File: src/rtl/ka4_mul_arbiter_if.sv
//============================================================================
// Module      : ka4_mul_arbiter_if
// Description : Request/response bundle between clients and ka4_mul_arbiter.
// Revision    : 1.0 - initial release
//============================================================================
`default_nettype none

interface ka4_mul_arbiter_if #(
    parameter int NREQ = 4
);
    localparam int IDW = $clog2(NREQ);

    logic [NREQ-1:0]   req_valid;
    logic [4*NREQ-1:0] req_a;
    logic [4*NREQ-1:0] req_b;
    logic [NREQ-1:0]   req_ready;
    logic              rsp_valid;
    logic [IDW-1:0]    rsp_id;
    logic [7:0]        rsp_p;
    logic              rsp_ready;

    modport master (
        output req_valid, req_a, req_b, rsp_ready,
        input  req_ready, rsp_valid, rsp_id, rsp_p
    );

    modport slave (
        input  req_valid, req_a, req_b, rsp_ready,
        output req_ready, rsp_valid, rsp_id, rsp_p
    );
endinterface

`default_nettype wire

File: src/rtl/ka4_mul_arbiter.sv
//============================================================================
// Module      : ka4_mul_arbiter
// Description : Round-robin sharing of one 4x4 Karatsuba multiplier between
//               NREQ requesters; two-stage operand/result pipeline.
// Revision    : 1.0 - initial release
//============================================================================
`default_nettype none

module ka4_mul_arbiter #(
    parameter int NREQ = 4
) (
    input  wire logic          clk,
    input  wire logic          rst_n,
    ka4_mul_arbiter_if.slave   bus
);
    localparam int IDW = $clog2(NREQ);
    localparam logic [IDW-1:0] c_last_id = IDW'(NREQ - 1);

    // 2-bit split: p = z2*16 + z1*4 + z0 with z1 = (ah+al)(bh+bl) - z2 - z0
    function automatic logic [7:0] ka4_mul(input logic [3:0] a, input logic [3:0] b);
        logic [3:0] z2;
        logic [3:0] z0;
        logic [2:0] sa;
        logic [2:0] sb;
        logic [5:0] zm;
        logic [5:0] z1;
        z2 = {2'b00, a[3:2]} * {2'b00, b[3:2]};
        z0 = {2'b00, a[1:0]} * {2'b00, b[1:0]};
        sa = {1'b0, a[3:2]} + {1'b0, a[1:0]};
        sb = {1'b0, b[3:2]} + {1'b0, b[1:0]};
        zm = {3'b000, sa} * {3'b000, sb};
        z1 = zm - {2'b00, z2} - {2'b00, z0};
        return {z2, 4'b0000} + {z1, 2'b00} + {4'b0000, z0};
    endfunction

    logic            r_s1_valid;
    logic [3:0]      r_s1_a;
    logic [3:0]      r_s1_b;
    logic [IDW-1:0]  r_s1_id;
    logic            r_rsp_valid;
    logic [7:0]      r_rsp_p;
    logic [IDW-1:0]  r_rsp_id;
    logic [IDW-1:0]  r_ptr;

    logic            w_adv2;
    logic            w_acc1;
    logic            w_any;
    logic [IDW-1:0]  w_win;
    logic [IDW:0]    w_sum;
    logic [NREQ-1:0] w_ready;
    logic            w_xfer;
    logic [3:0]      w_sel_a;
    logic [3:0]      w_sel_b;
    logic [7:0]      w_prod;

    assign w_adv2 = !r_rsp_valid || bus.rsp_ready;
    assign w_acc1 = !r_s1_valid || w_adv2;

    // Scan from the highest offset down so the lowest offset from r_ptr wins.
    always_comb begin
        w_any = 1'b0;
        w_win = '0;
        w_sum = '0;
        for (int k = NREQ - 1; k >= 0; k--) begin
            w_sum = {1'b0, r_ptr} + (IDW+1)'(k);
            if (w_sum >= (IDW+1)'(NREQ))
                w_sum = w_sum - (IDW+1)'(NREQ);
            if (bus.req_valid[w_sum[IDW-1:0]]) begin
                w_any = 1'b1;
                w_win = w_sum[IDW-1:0];
            end
        end
    end

    always_comb begin
        w_ready = '0;
        if (rst_n && w_any && w_acc1)
            w_ready[w_win] = 1'b1;
    end

    assign w_xfer        = |w_ready;
    assign bus.req_ready = w_ready;
    assign w_sel_a       = bus.req_a[{w_win, 2'b00} +: 4];
    assign w_sel_b       = bus.req_b[{w_win, 2'b00} +: 4];
    assign w_prod        = ka4_mul(r_s1_a, r_s1_b);

    always_ff @(posedge clk or negedge rst_n) begin
        if (!rst_n) begin
            r_s1_valid  <= 1'b0;
            r_s1_a      <= '0;
            r_s1_b      <= '0;
            r_s1_id     <= '0;
            r_rsp_valid <= 1'b0;
            r_rsp_p     <= '0;
            r_rsp_id    <= '0;
            r_ptr       <= '0;
        end else begin
            if (w_adv2) begin
                r_rsp_valid <= r_s1_valid;
                if (r_s1_valid) begin
                    r_rsp_p  <= w_prod;
                    r_rsp_id <= r_s1_id;
                end
            end
            if (w_acc1)
                r_s1_valid <= w_xfer;
            if (w_xfer) begin
                r_s1_a  <= w_sel_a;
                r_s1_b  <= w_sel_b;
                r_s1_id <= w_win;
                r_ptr   <= (w_win == c_last_id) ? '0 : w_win + 1'b1;
            end
        end
    end

    assign bus.rsp_valid = r_rsp_valid;
    assign bus.rsp_p     = r_rsp_p;
    assign bus.rsp_id    = r_rsp_id;

endmodule

`default_nettype wire

File: src/flat_wrapper.sv
// flat-port wrapper written by rule: the top's interface ports become plain ports
module ka4_mul_arbiter_flat 
#(
    parameter int NREQ = 4
)
  (clk, rst_n, bus_req_valid, bus_req_a, bus_req_b, bus_rsp_ready, bus_req_ready, bus_rsp_valid, bus_rsp_id, bus_rsp_p);
  ka4_mul_arbiter_if #(.NREQ(NREQ)) bus_i ();
  input  wire logic clk;
  input  wire logic rst_n;
  input wire logic [$bits(bus_i.req_valid)-1:0] bus_req_valid;
  input wire logic [$bits(bus_i.req_a)-1:0] bus_req_a;
  input wire logic [$bits(bus_i.req_b)-1:0] bus_req_b;
  input wire logic [$bits(bus_i.rsp_ready)-1:0] bus_rsp_ready;
  output wire logic [$bits(bus_i.req_ready)-1:0] bus_req_ready;
  output wire logic [$bits(bus_i.rsp_valid)-1:0] bus_rsp_valid;
  output wire logic [$bits(bus_i.rsp_id)-1:0] bus_rsp_id;
  output wire logic [$bits(bus_i.rsp_p)-1:0] bus_rsp_p;
  assign bus_i.req_valid = bus_req_valid;
  assign bus_i.req_a = bus_req_a;
  assign bus_i.req_b = bus_req_b;
  assign bus_i.rsp_ready = bus_rsp_ready;
  assign bus_req_ready = bus_i.req_ready;
  assign bus_rsp_valid = bus_i.rsp_valid;
  assign bus_rsp_id = bus_i.rsp_id;
  assign bus_rsp_p = bus_i.rsp_p;
  ka4_mul_arbiter #(.NREQ(NREQ)) u_core (.clk(clk), .rst_n(rst_n), .bus(bus_i));
endmodule
File: config.mk
export PLATFORM = sky130hd
export DESIGN_NAME = ka4_mul_arbiter_flat
export DESIGN_NICKNAME = d
export VERILOG_FILES = /design/src/rtl/ka4_mul_arbiter_if.sv /design/src/rtl/ka4_mul_arbiter.sv /design/src/flat_wrapper.sv
export SDC_FILE = /design/constraint.sdc
export NUM_CORES = 1
export LEC_CHECK = 0
export ABC_AREA = 1
export BUFFER_PORTS_ARGS = -buffer_cell sky130_fd_sc_hd__buf_2
export CORE_ASPECT_RATIO = 1.5
export CORE_MARGIN = 4
export CORE_UTILIZATION = 40
export DETAILED_ROUTE_END_ITERATION = 10
export MAX_ROUTING_LAYER = met4
export SLEW_MARGIN = 20
export SYNTH_ARGS = -nofsm -noshare
export SYNTH_HDL_FRONTEND = slang
export SYNTH_SLANG_ARGS = --single-unit
File: constraint.sdc
create_clock -name clk -period 9.1 [get_ports clk]
set_input_delay 1.82 -clock clk [delete_from_list [all_inputs] [get_ports clk]]
set_output_delay 1.82 -clock clk [all_outputs]
set_load 0.005 [all_outputs]
# Yosys cells after proc, flatten, opt, wreduce, memory -nomap -nowiden
# Index checks and enable logic that the tools add are counted.
dict set report word_totals {
  ff_bits 24
  inputBits 39
}
dict set report classes {
  n_addsub 14
  n_mul 3
  n_lt_le_gt_ge 10
  eq_ne 1
  n_shift 2
  muxes 24
  n_reduce_logical 9
}
# op count
set ops {}
lappend ops {{16-bit by 5-bit indexed part select with 4-bit output} 2}
lappend ops {{2-bit two-way mux} 9}
lappend ops {{2-bit by 3-bit < comparator with 1-bit output (second input constant)} 5}
lappend ops {{6-bit by 4-bit subtractor with 6-bit output} 2}
lappend ops {{3-bit >= comparator (second input constant)} 3}
lappend ops {{1-bit two-way mux} 9}
lappend ops {{8-bit by 4-bit adder with 8-bit output} 1}
lappend ops {{8-bit adder} 1}
lappend ops {{1-bit binary-select mux with 2-bit select} 4}
lappend ops {{2-bit by 2-bit multiplier with 4-bit output} 2}
lappend ops {{2-bit by 1-bit subtractor with 2-bit output (second input constant)} 4}
lappend ops {{2-bit by 2-bit adder with 3-bit output} 2}
lappend ops {{2-bit by 2-bit adder with 3-bit output (second input constant)} 2}
lappend ops {{3-bit by 3-bit multiplier with 6-bit output} 1}
lappend ops {{4-bit two-way mux} 1}
lappend ops {{4-bit OR reduction} 1}
lappend ops {{2-bit by 1-bit adder with 3-bit output (second input constant)} 1}
lappend ops {{2-bit by 3-bit >= comparator with 1-bit output (second input constant)} 1}
lappend ops {{1-bit logical AND} 3}
lappend ops {{2-bit by 1-bit adder with 2-bit output (second input constant)} 1}
lappend ops {{1-bit demux with 2-bit select} 1}
lappend ops {{2-bit == test (second input constant)} 1}
lappend ops {{2-bit by 1-bit >= comparator with 1-bit output (second input constant)} 1}
lappend ops {{1-bit zero test} 2}
lappend ops {{other kinds (2)} 3}

# Depth between registers and ports, before layout
# Gate-level depths: netlist (run 1).
dict set report logic_depth {
  depth_word 15
  ltp_mapped 17
  depth_no_buf 17
}

# Worst setup path before layout (run 1)
# OpenSTA, ideal clock, no wires.
dict set report synth_path {
  path_type {input to output}
  startpoint {input bus_req_valid[0]}
  endpoint {output bus_req_ready[3]}
  arrival_ns 3.023
  required_ns 7.280
  setup_slack_ns 4.257
  cell_stages 12
  n_path_buf 1
  path_cell_list {inv_1 nand2_1 nand3_1 nand2_1 clkinv_1 o21ai_2 nand2_4 nand2_8 buf_12 ha_1 inv_1 nor2_1}
}
dict set report synth_between {
  elab_chain_cells 11
  elab_cells_between_ends 24
}
# item line
set synth_rtl {}
lappend synth_rtl {{start, declared} flat_wrapper.sv:10} ;# input wire logic [$bits(bus_i.req_valid)-1:0] bus_req_valid;
lappend synth_rtl {{1-bit binary-select mux with 2-bit select} ka4_mul_arbiter.sv:68} ;# if (bus.req_valid[w_sum[IDW-1:0]]) begin
lappend synth_rtl {{1-bit two-way mux (implied by the code)} ka4_mul_arbiter.sv:68}
lappend synth_rtl {{2-bit two-way mux (3 in a row)} ka4_mul_arbiter.sv:68}
lappend synth_rtl {{2-bit two-way mux (*)} ka4_mul_arbiter.sv:68}
lappend synth_rtl {{via u_core.w_win[0]} ka4_mul_arbiter.sv:48} ;# logic [IDW-1:0] w_win;
lappend synth_rtl {{2-bit by 3-bit < comparator with 1-bit output (implied by the code) or 2-bit by 1-bit >= comparator with 1-bit output (tied branches)} ka4_mul_arbiter.sv:78} ;# w_ready[w_win] = 1'b1;
lappend synth_rtl {{1-bit logical AND (implied by the code)} ka4_mul_arbiter.sv:78}
lappend synth_rtl {{1-bit two-way mux (implied by the code)} ka4_mul_arbiter.sv:78}
lappend synth_rtl {{1-bit demux with 2-bit select (*)} n/a}
lappend synth_rtl {{4-bit two-way mux (*)} ka4_mul_arbiter.sv:77} ;# if (rst_n && w_any && w_acc1)
lappend synth_rtl {{end, declared} flat_wrapper.sv:14} ;# output wire logic [$bits(bus_i.req_ready)-1:0] bus_req_ready;
# The timed path passes the listed nets; every way through them passes the cells marked *. The select of a mux whose other input is x is not followed.

# Final worst setup path (run 1)
dict set report layout_path {
  startpoint {input bus_req_valid[0]}
  endpoint {output bus_req_ready[0]}
}
dict set report layout_between {
  elab_chain_cells 11
  elab_cells_between_ends 24
}
# item line
set layout_rtl {}
lappend layout_rtl {{1-bit binary-select mux with 2-bit select} ka4_mul_arbiter.sv:68}
lappend layout_rtl {{1-bit two-way mux (implied by the code)} ka4_mul_arbiter.sv:68}
lappend layout_rtl {{2-bit two-way mux (4 in a row)} ka4_mul_arbiter.sv:68}
lappend layout_rtl {{2-bit by 3-bit < comparator with 1-bit output (implied by the code) or 2-bit by 1-bit >= comparator with 1-bit output (tied branches)} ka4_mul_arbiter.sv:78}
lappend layout_rtl {{1-bit logical AND (implied by the code)} ka4_mul_arbiter.sv:78}
lappend layout_rtl {{1-bit two-way mux (implied by the code)} ka4_mul_arbiter.sv:78}
lappend layout_rtl {{1-bit demux with 2-bit select} n/a}
lappend layout_rtl {{4-bit two-way mux (*)} ka4_mul_arbiter.sv:77}
# Mark *: on every way between the ends. The rest lies on a longest branch, timed or not. The select of a mux whose other input is x is not followed.

==> key figures, run 1 <==
Run status
  • Status: completed

Global routing
  • Vias in the first global route: 2169
  • Grt ovf: 0
  • First-pass GRT wire length: 9.225 mm
  • Initial antenna violation count: 0
  • Largest net degree at the start of global routing: 26
  • GR Util All Layers: 15.09%

Logic synthesis
  • Top post-synthesis cells by area: dfrtp_1, nand2_1, ha_1, fa_1, inv_1
  • Seq/Total Area, Yosys: 24.40%
  • Average size of a mapped cell: 7.481 µm²
  • Synth Flop Type: dfrtp_1
  • Synthesized net count: 403
  • Cells after Synth: 329
  • Netlist cell types: 31
  • Post-synth EDFFs: 0
  • Synth Area in Simple Gates: 37.32%
  • Main combinational cell family by area after synthesis: simple AND/OR/NAND/NOR gates
  • Number of synthesized register bits: 24
  • Mapped cell area: 0.002461 mm²
  • Asr flop ratio synth: 100.0%
  • Top-area cell type share of the netlist area: 24.40%
  • Cell with the most instances after synthesis: nand2_1
  • YS warnings: 0
  • Synth Area in Adders: 21.15%
  • XOR/XNOR share of the synthesized area: under 10%
  • Area leader, netlist: dfrtp_1
  • Post-synthesis mux area share: 0%
  • Synth Area in Compound Gates: 5.440%
  • Synth top cells by count: nand2_1, inv_1, nand3_1, dfrtp_1, ha_1

Critical path
  • Worst Path Required: approximately 7.3 ns
  • Crit path kind: primary input to primary output
  • Critical Path Source Type: primary input
  • Crit path buf inv count: 6
  • Crit Path Max Fanout: 19
  • Crit-path leading delay family: simple AND/OR/NAND/NOR gates
  • Reg2reg start: u_core.r_s1_b[0]$_DFFE_PN0P_
  • CP Cell Sequence: buf_2 -> inv_1 -> nand2_1 -> nand3_1 -> nand2_1 -> clkinv_1 -> o21ai_2 -> nand2_4 -> nand2_8 -> inv_1 -> ha_1 -> inv_1 -> nor2_1 -> buf_2
  • Crit-path most repeated cell: inv_1
  • Slowest stage delay, CP: around 0.25 ns
  • Crit path max-delay cell type: ha_1
  • Critical Path AT: between 3 and 4 ns
  • Crit. End Element: primary output
  • Worst setup startpoint: bus_req_valid[0]

Clock network
  • CTS root buf: clkbuf_8
  • Resize count post-CTS: 0
  • CTS max path bufs: 2
  • Sink Count: 24
  • CTS clk-pin slew, worst paths: about 0.090 ns
  • CTS tree: built
  • Post-CTS Hold Buffers: 0
  • Total CTS buffers: 3
  • CTS H-tree lvls: 1
  • Clock Latency Late Sink: 0.27 ns
  • Post-CTS Repair Setup Buffers: 0

Detailed routing
  • Remaining DRCs: 0
  • Routed len/inst: roughly 11 µm
  • Starting DRT DRC Count: 50
  • DR vias: 2132
  • Via density: 4.706
  • Total Wirelength: approximately 5.1 mm
  • Routed Antenna Nets: 0
  • Pre-Repair DR Iteration Count: 4

Layout
  • N_diodes: 0
  • Layout cells sized above 1: 22.57%
  • Fillers: 596
  • Nets: 456
  • Post-synthesis to final-layout area growth: 15.15%

Timing
  • Fmax: 0.1901 GHz
  • Worst Max-Slew Pin Slew: 0.7029 ns
  • Final Max Slew Viols: 0
  • Setup violations, final: 0
  • Final hold vios: 0
  • Fin crit period: 5.261 ns
  • Layout Skew: between 0.003 and 0.004 ns
  • Slew margin rel.: 52.98%
  • Setup repair after global routing missed its margin: no
  • Fin crit share: just under 60%
  • Setup_tns: 0 ns

Floorplanning
  • I/O pins: 54
  • Die Width: 72.05 µm
  • Starting Density: 41.92%
  • Full die area: 0.007498 mm²
  • Rows: 34
  • Chip height: between 100 and 150 µm
  • Core area: 0.005871 mm²

Flow run
  • Max-cap violations: 0

Min path
  • Worst hold start: u_core.bus.rsp_id[0]$_DFFE_PN0P_
  • Hold Path Class: flip-flop to flip-flop

Placement
  • Detailed placement HPWL: around 4.3 mm
  • RePlAce Congestion: between 0.8 and 0.9
  • Port Buffers: 53
-- registers in the layout (all words and copies together), names as in the netlist --
name                  cells
u_core.bus.rsp_p          8
u_core.r_s1_a             4
u_core.bus.rsp_valid      1
u_core.bus.rsp_id         2
u_core.r_s1_b             4
u_core.r_s1_valid         1
u_core.r_s1_id            2
u_core.r_ptr              2
-- routing by layer --
metal | up-vias | share of wire, % | track usage, %
met5 | - | 0 | -
li1 | 1133 | - | -
met1 | 938 | 42 | 17.99
met3 | 8 | 3.6 | 1.064
met4 | 0 | 1.9 | 4.435
met2 | 53 | 53 | 26.71
-- logic make-up after synthesis --
| logic type | count (synthesis) |
|---|---|
| AND/OR/NAND/NOR | 194 |
| AO/OA/AOI/OAI | 20 |
| XOR/XNOR | 7 |
| adder cells (fa/ha/maj) | 35 |
| flip-flops | 24 |
| buffers and inverters | 49 |
-- per-stage QoR --
stage / std cells / hold WS, ns / worst slack, ns / cell area [µm²] / util (%)
2_1_floorplan: 329 / 0.4426 / 4.257 / 2461 / -
3_3_place_gp: 448 / 0.4608 / 3.856 / 2751 / 46.87
3_5_place_dp: 448 / 0.4616 / 3.811 / 2751 / 46.87
4_1_cts: 452 / 0.4859 / 3.806 / 2823 / 48.08
5_1_grt: 453 / 0.5015 / 3.604 / 2834 / 48.27
6_report: 453 / 0.4828 / 3.839 / 2834 / 48.27
-- worst register-to-register path, cell delays in order (launching register included) --
cell and delay, ns:
dfrtp_1 0.43, ha_1 0.23, fa_1 0.42, nand2_1 0.09, inv_1 0.05, fa_1 0.47, fa_1 0.52, fa_1 0.54
fa_1 0.51, ha_1 0.35, a21oi_1 0.16, nand2_1 0.08, nand2_1 0.08, nand2_1 0.06, a21oi_1 0.15, xor2_1 0.19
o21ai_0 0.09
-- cell usage in the layout (no fill, tap or decap), types with 3 or more instances in the layout --
cell        n
o21ai_0     8
buf_2      53
dfrtp_1    24
nand3_1    29
nand2_1   132
nand2_2    10
nand3_2     5
ha_1       24
inv_1      41
fa_1       11
nor2_1      9
a21oi_1     5
xor2_1      4
nand2_4     3
clkbuf_8    3
xnor2_1     3
-- area by class of cell --
cell class                 count  area (µm²)  share of cell area (%)
multi-input combinational    256        1634                   57.66
tap                           72       90.09                   3.179
clock inverter                 1       30.03                   1.060
sequential                    24       600.6                   21.19
inverter                      43       161.4                   5.695
timing repair buffer          54       276.5                   9.757
clock buffer                   3       41.29                   1.457
-- worst paths after layout --
kind,to,slack (ns),cells after the start
max,bus_req_ready[0],3.84,14
min,u_core.bus.rsp_id[0]$_DFFE_PN0P_,0.48,2
max reg2reg,u_core.bus.rsp_p[7]$_DFFE_PN0P_,4.57,16
min reg2reg,u_core.bus.rsp_id[0]$_DFFE_PN0P_,0.48,2
min in group asynchronous,u_core.bus.rsp_p[7]$_DFFE_PN0P_,1.52,1
max in group asynchronous,u_core.r_s1_b[0]$_DFFE_PN0P_,7.22,1
Power of run 1 is not shown: default switching activity piles up to over one toggle a cycle in this logic, so the estimate is an artifact.
==> run 2: changes to the inputs <==
clock period = 4.7 ns   (was 9.1 ns; I/O delays follow)
==> key figures, run 2 (synthesis gave the netlist of run 1 again) <==
Layout
  • Nets: 456 (unchanged)
  • Fillers: 618 (+3.7%)
  • Layout cells sized above 1: 22.83% (+0.26 points)
  • Area of the multi-input gates: 0.001638 mm² (+0.23%)
  • Register Area: 600.6 µm² (unchanged)
  • Post-synthesis to final-layout area growth: 15.15% (unchanged)
  • N_diodes: 0 (unchanged)
  • Most frequent cells in the layout: nand2_1, buf_2, inv_1
  • Leading cell type in the layout, fill and taps excluded: nand2_1
  • Max reg flops: 8 (unchanged)

Floorplanning
  • Chip height: 104.1 µm (unchanged)
  • Die Width: 72.05 µm (unchanged)
  • I/O pins: 54 (unchanged)
  • Rows: 34 (unchanged)
  • Core area: 0.005871 mm² (unchanged)
  • Full die area: 0.007498 mm² (unchanged)
  • Starting Density: 41.92% (unchanged)

Placement
  • RePlAce Congestion: 0.8454 (+0.56%)
  • Detailed placement HPWL: 4.360 mm (+0.49%)
  • Port Buffers: 53 (unchanged)

Min path
  • Hold Path Class: flip-flop to flip-flop

Critical path
  • Crit Path Max Fanout: 4 (-15)
  • Critical Path AT: 4.48 ns (+1.04 ns)
  • Critical Path Source Type: flip-flop
  • Crit. End Element: flip-flop
  • Worst Path Required: 4.84 ns (-2.44 ns)
  • Crit path kind: flip-flop to flip-flop

Detailed routing
  • Routed Antenna Nets: 0 (unchanged)
  • Starting DRT DRC Count: 55 (+10%)
  • Via density: 4.724 (+0.38%)
  • Pre-Repair DR Iteration Count: 4 (unchanged)
  • Remaining DRCs: 0 (unchanged)
  • Routed len/inst: 11.26 µm (about the same)
  • Total Wirelength: 5.102 mm (about the same)
  • DR vias: 2140 (+0.38%)

Clock network
  • Post-CTS Repair Setup Buffers: 0 (unchanged)
  • CTS max path bufs: 2 (unchanged)
  • CTS root buf: clkbuf_8
  • Sink Count: 24 (unchanged)
  • CTS tree: built
  • Clock Latency Late Sink: 0.26 ns (about the same)
  • CTS clk-pin slew, worst paths: 0.09 ns (about the same)
  • CTS H-tree lvls: 1 (unchanged)
  • Total CTS buffers: 3 (unchanged)

Timing
  • Worst Max-Slew Pin Slew: 1.004 ns (+0.3009 ns)
  • Setup_tns: 0 ns (unchanged)
  • Setup repair after global routing missed its margin: no
  • Setup violations, final: 0 (unchanged)
  • Final hold vios: 0 (unchanged)
  • Fin crit share: between 90% and 100%
  • Layout Skew: 0.007731 ns (+0.003913 ns)
  • Slew margin rel.: 32.86% (-20 points)
  • Final Max Slew Viols: 0 (unchanged)
  • Fin crit period: 4.348 ns
  • Fmax: between 0.2 and 0.25 GHz

Global routing
  • Vias in the first global route: 2158 (-0.51%)
  • GR Util All Layers: 15.15% (+0.059 points)
  • Initial antenna violation count: 0 (unchanged)
  • First-pass GRT wire length: 9.183 mm (-0.46%)
  • Grt ovf: 0 (unchanged)
  • Largest net degree at the start of global routing: 26 (unchanged)

Flow run
  • Max-cap violations: 0 (unchanged)

Run status
  • Status: completed
run 2: final cells by class:
class,instances,area share [%]
Multi-Input combinational cell,256,57.79
Sequential cell,24,21.19
Timing Repair Buffer,54,9.625
Inverter,43,5.695
Tap cell,72,3.179
Clock buffer,3,1.457
Clock inverter,1,1.060
run 2: timing repair:
item,4_1_cts,5_1_grt
hold buffers,0,0
endpoints found under the setup margin,0,1
resized for setup,0,1
run 2: path summary, 6_finish.rpt:
path / endpoint / startpoint / depth (start not counted) / slack [ns]
hold / removal: u_core.bus.rsp_p[3]$_DFFE_PN0P_ / u_core.bus.rsp_p[3]$_DFFE_PN0P_ / 2 / 0.48
setup reg to reg: u_core.bus.rsp_p[7]$_DFFE_PN0P_ / u_core.r_s1_b[0]$_DFFE_PN0P_ / 16 / 0.35
hold reg to reg: u_core.bus.rsp_p[3]$_DFFE_PN0P_ / u_core.bus.rsp_p[3]$_DFFE_PN0P_ / 2 / 0.48
setup / recovery: u_core.bus.rsp_p[7]$_DFFE_PN0P_ / u_core.r_s1_b[0]$_DFFE_PN0P_ / 16 / 0.35
min in group asynchronous: u_core.bus.rsp_p[4]$_DFFE_PN0P_ / rst_n / 1 / 0.64
max in group asynchronous: u_core.r_s1_a[3]$_DFFE_PN0P_ / rst_n / 1 / 3.69
run 2: layer usage:
metal	GRT usage, %	up-vias	wire (µm)
met1	18.34	949	2153
li1	-	1131	-
met3	1.451	8	194
met2	25.66	52	2643
met4	5.645	0	110
met5	-	-	0
run 2: worst max-delay path, cell delays in order (launching register included):
cell and delay, ns:
dfrtp_1 0.42, ha_1 0.22, fa_1 0.40, nand2_1 0.08, inv_1 0.04, fa_1 0.47
fa_1 0.56, fa_1 0.46, fa_1 0.50, ha_1 0.34, a21oi_1 0.16, nand2_1 0.08
nand2_1 0.08, nand2_1 0.07, a21oi_2 0.13, xor2_1 0.14, o21ai_0 0.08
run 2: stage by stage:
stage | utilization (%) | instance area, µm² | hold slack (ns) | worst slack [ns] | instances
floorplan | - | 2461 | 0.4426 | 0.4808 | 329
global placement | 46.99 | 2759 | 0.4615 | 0.3644 | 449
detailed placement | 46.99 | 2759 | 0.4646 | 0.2708 | 449
CTS | 48.21 | 2830 | 0.4894 | 0.2841 | 453
global route | 48.27 | 2834 | 0.5184 | 0.002399 | 453
finish | 48.27 | 2834 | 0.4814 | 0.3523 | 453
Power of run 2 is left out for the same reason.
==> run 3: changes to the inputs <==
clock period = 4.85 ns   (was 4.7 ns; I/O delays follow)
==> key figures, run 3 (synthesis gave the netlist of run 1 again) <==
Run status
  • Status: completed

Timing
  • Fin crit period: 4.423 ns (+0.07536 ns)
  • Setup repair after global routing missed its margin: no
  • Slew margin rel.: 33.53% (+0.67 points)
  • Final Max Slew Viols: 0 (unchanged)
  • Fmax: 0.2261 GHz (-1.7%)
  • Final WS setup: 0.4269 ns (+0.07464 ns)
  • Worst Max-Slew Pin Slew: 0.9937 ns (-0.01001 ns)
  • Layout Skew: 0.01051 ns (+0.002780 ns)
  • Final hold vios: 0 (unchanged)
  • Setup_tns: 0 ns (unchanged)
  • Setup violations, final: 0 (unchanged)
  • Fin crit share: 91.20% (-1.3 points)

Global routing
  • Vias in the first global route: 2077 (-3.8%)
  • GR Util All Layers: 15.22% (+0.064 points)
  • First-pass GRT wire length: 9.156 mm (-0.29%)
  • Largest net degree at the start of global routing: 26 (unchanged)
  • Grt ovf: 0 (unchanged)
  • Initial antenna violation count: 0 (unchanged)

Min path
  • Hold Path Class: flip-flop to flip-flop

Critical path
  • Crit path max-delay cell type: fa_1
  • Crit-path leading delay family: adder cells
  • Critical Path AT: 4.56 ns (+0.08 ns)
  • Worst Path Required: 4.99 ns (+0.15 ns)
  • Slowest stage delay, CP: 0.54 ns (-0.02 ns)
  • Crit Path Max Fanout: 4 (unchanged)
  • Crit path buf inv count: 1 (unchanged)
  • Critical Path Source Type: flip-flop
  • Crit-path most repeated cell: fa_1
  • Crit path kind: flip-flop to flip-flop
  • CP Cell Sequence: ha_1 -> fa_1 -> nand2_1 -> inv_1 -> fa_1 -> fa_1 -> fa_1 -> fa_1 -> ha_1 -> a21oi_1 -> nand2_1 -> nand2_1 -> nand2_1 -> a21oi_1 -> xor2_1 -> o21ai_0
  • Crit. End Element: flip-flop

Clock network
  • CTS max path bufs: 2 (unchanged)
  • Total CTS buffers: 3 (unchanged)
  • Post-CTS Hold Buffers: 0 (unchanged)
  • Resize count post-CTS: 0 (unchanged)
  • CTS tree: built
  • CTS root buf: clkbuf_8
  • CTS H-tree lvls: 1 (unchanged)
  • Sink Count: 24 (unchanged)
  • Post-CTS Repair Setup Buffers: 0 (unchanged)
  • CTS clk-pin slew, worst paths: 0.09 ns (about the same)
  • Clock Latency Late Sink: 0.27 ns (about the same)

Floorplanning
  • Starting Density: 41.92% (unchanged)
  • Core area: 0.005871 mm² (unchanged)
  • Full die area: 0.007498 mm² (unchanged)
  • Rows: 34 (unchanged)
  • Die Width: 72.05 µm (unchanged)
  • Chip height: 104.1 µm (unchanged)
  • I/O pins: 54 (unchanged)

Flow run
  • Max-cap violations: 0 (unchanged)

Detailed routing
  • Remaining DRCs: 0 (unchanged)
  • DR vias: 2139 (-0.047%)
  • Via density: 4.722 (about the same)
  • Metal-1 WL: 2.207 mm (+2.5%)
  • Total Wirelength: 5.096 mm (-0.12%)
  • Met3 WL post-DR: 159 µm (-18%)
  • Routed Antenna Nets: 0 (unchanged)
  • Met2 wire length: 2.651 mm (+0.30%)
  • Routed len/inst: 11.25 µm (-0.12%)
  • Pre-Repair DR Iteration Count: 4 (unchanged)
  • Starting DRT DRC Count: 57 (+3.6%)
  • Top Layer Used: met4

Layout
  • Post-synthesis to final-layout area growth: 15.00%
  • Max reg flops: 8 (unchanged)
  • Most frequent cells in the layout: nand2_1, buf_2, inv_1
  • Layout cells sized above 1: 22.57% (-0.26 points)
  • Leading cell type in the layout, fill and taps excluded: nand2_1
  • Nets: 456 (unchanged)
  • Fin area: 0.002830 mm² (-0.13%)
  • Final core occ: 48.21% (-0.064 points)
  • N_diodes: 0 (unchanged)
  • Fillers: 602 (-2.6%)

Placement
  • Port Buffers: 53 (unchanged)
  • Place WS: 0.4145 ns (+0.1436 ns)
  • Detailed placement HPWL: 4.349 mm (-0.26%)
  • RePlAce Congestion: 0.8449 (about the same)
  • Post-DP Area: 0.002759 mm² (unchanged)
==> run 3: cell types whose count changed in the layout (fill, tap and decap cells not counted) <==
cell / before / now
a21oi_1: 4 / 5
a21oi_2: 2 / 1
==> run 3: worst paths after layout <==
check | start | slack, ns | cells past startpoint | to
setup / recovery | u_core.r_s1_b[0]$_DFFE_PN0P_ | 0.43 | 16 | u_core.bus.rsp_p[7]$_DFFE_PN0P_
hold / removal | u_core.bus.rsp_p[3]$_DFFE_PN0P_ | 0.48 | 2 | u_core.bus.rsp_p[3]$_DFFE_PN0P_
setup reg to reg | u_core.r_s1_b[0]$_DFFE_PN0P_ | 0.43 | 16 | u_core.bus.rsp_p[7]$_DFFE_PN0P_
hold reg to reg | u_core.bus.rsp_p[3]$_DFFE_PN0P_ | 0.48 | 2 | u_core.bus.rsp_p[3]$_DFFE_PN0P_
max in group asynchronous | rst_n | 3.81 | 1 | u_core.r_s1_a[3]$_DFFE_PN0P_
min in group asynchronous | rst_n | 0.67 | 1 | u_core.bus.rsp_p[4]$_DFFE_PN0P_
==> run 3: final cells by class <==
cell class | instances | area (µm²) | share of cell area (%)
Inverter | 43 | 161.4 | 5.703
Multi-Input combinational cell | 256 | 1634 | 57.74
Tap cell | 72 | 90.09 | 3.183
Clock buffer | 3 | 41.29 | 1.459
Sequential cell | 24 | 600.6 | 21.22
Clock inverter | 1 | 30.03 | 1.061
Timing Repair Buffer | 54 | 272.8 | 9.638
==> run 3: through the flow <==
step | std cells | hold WS, ns
floorplan | 329 | 0.4426
global placement | 449 | 0.4615
detailed placement | 449 | 0.4603
CTS | 453 | 0.4840
global route | 453 | 0.5193
finish | 453 | 0.4766
==> run 3: tightest hold or removal path: stages (launching register included) <==
cell and delay, ns:
dfrtp_1 0.34, nand2_1 0.05, nand2_1 0.05
==> run 3: metal layers <==
metal / GRT usage, % / up-vias
met2: 25.46 / 41
met3: 1.257 / 6
met4: 4.973 / 0
met1: 19.13 / 963
li1: - / 1129
met5: - / -
Power of run 3 is left out for the same reason.
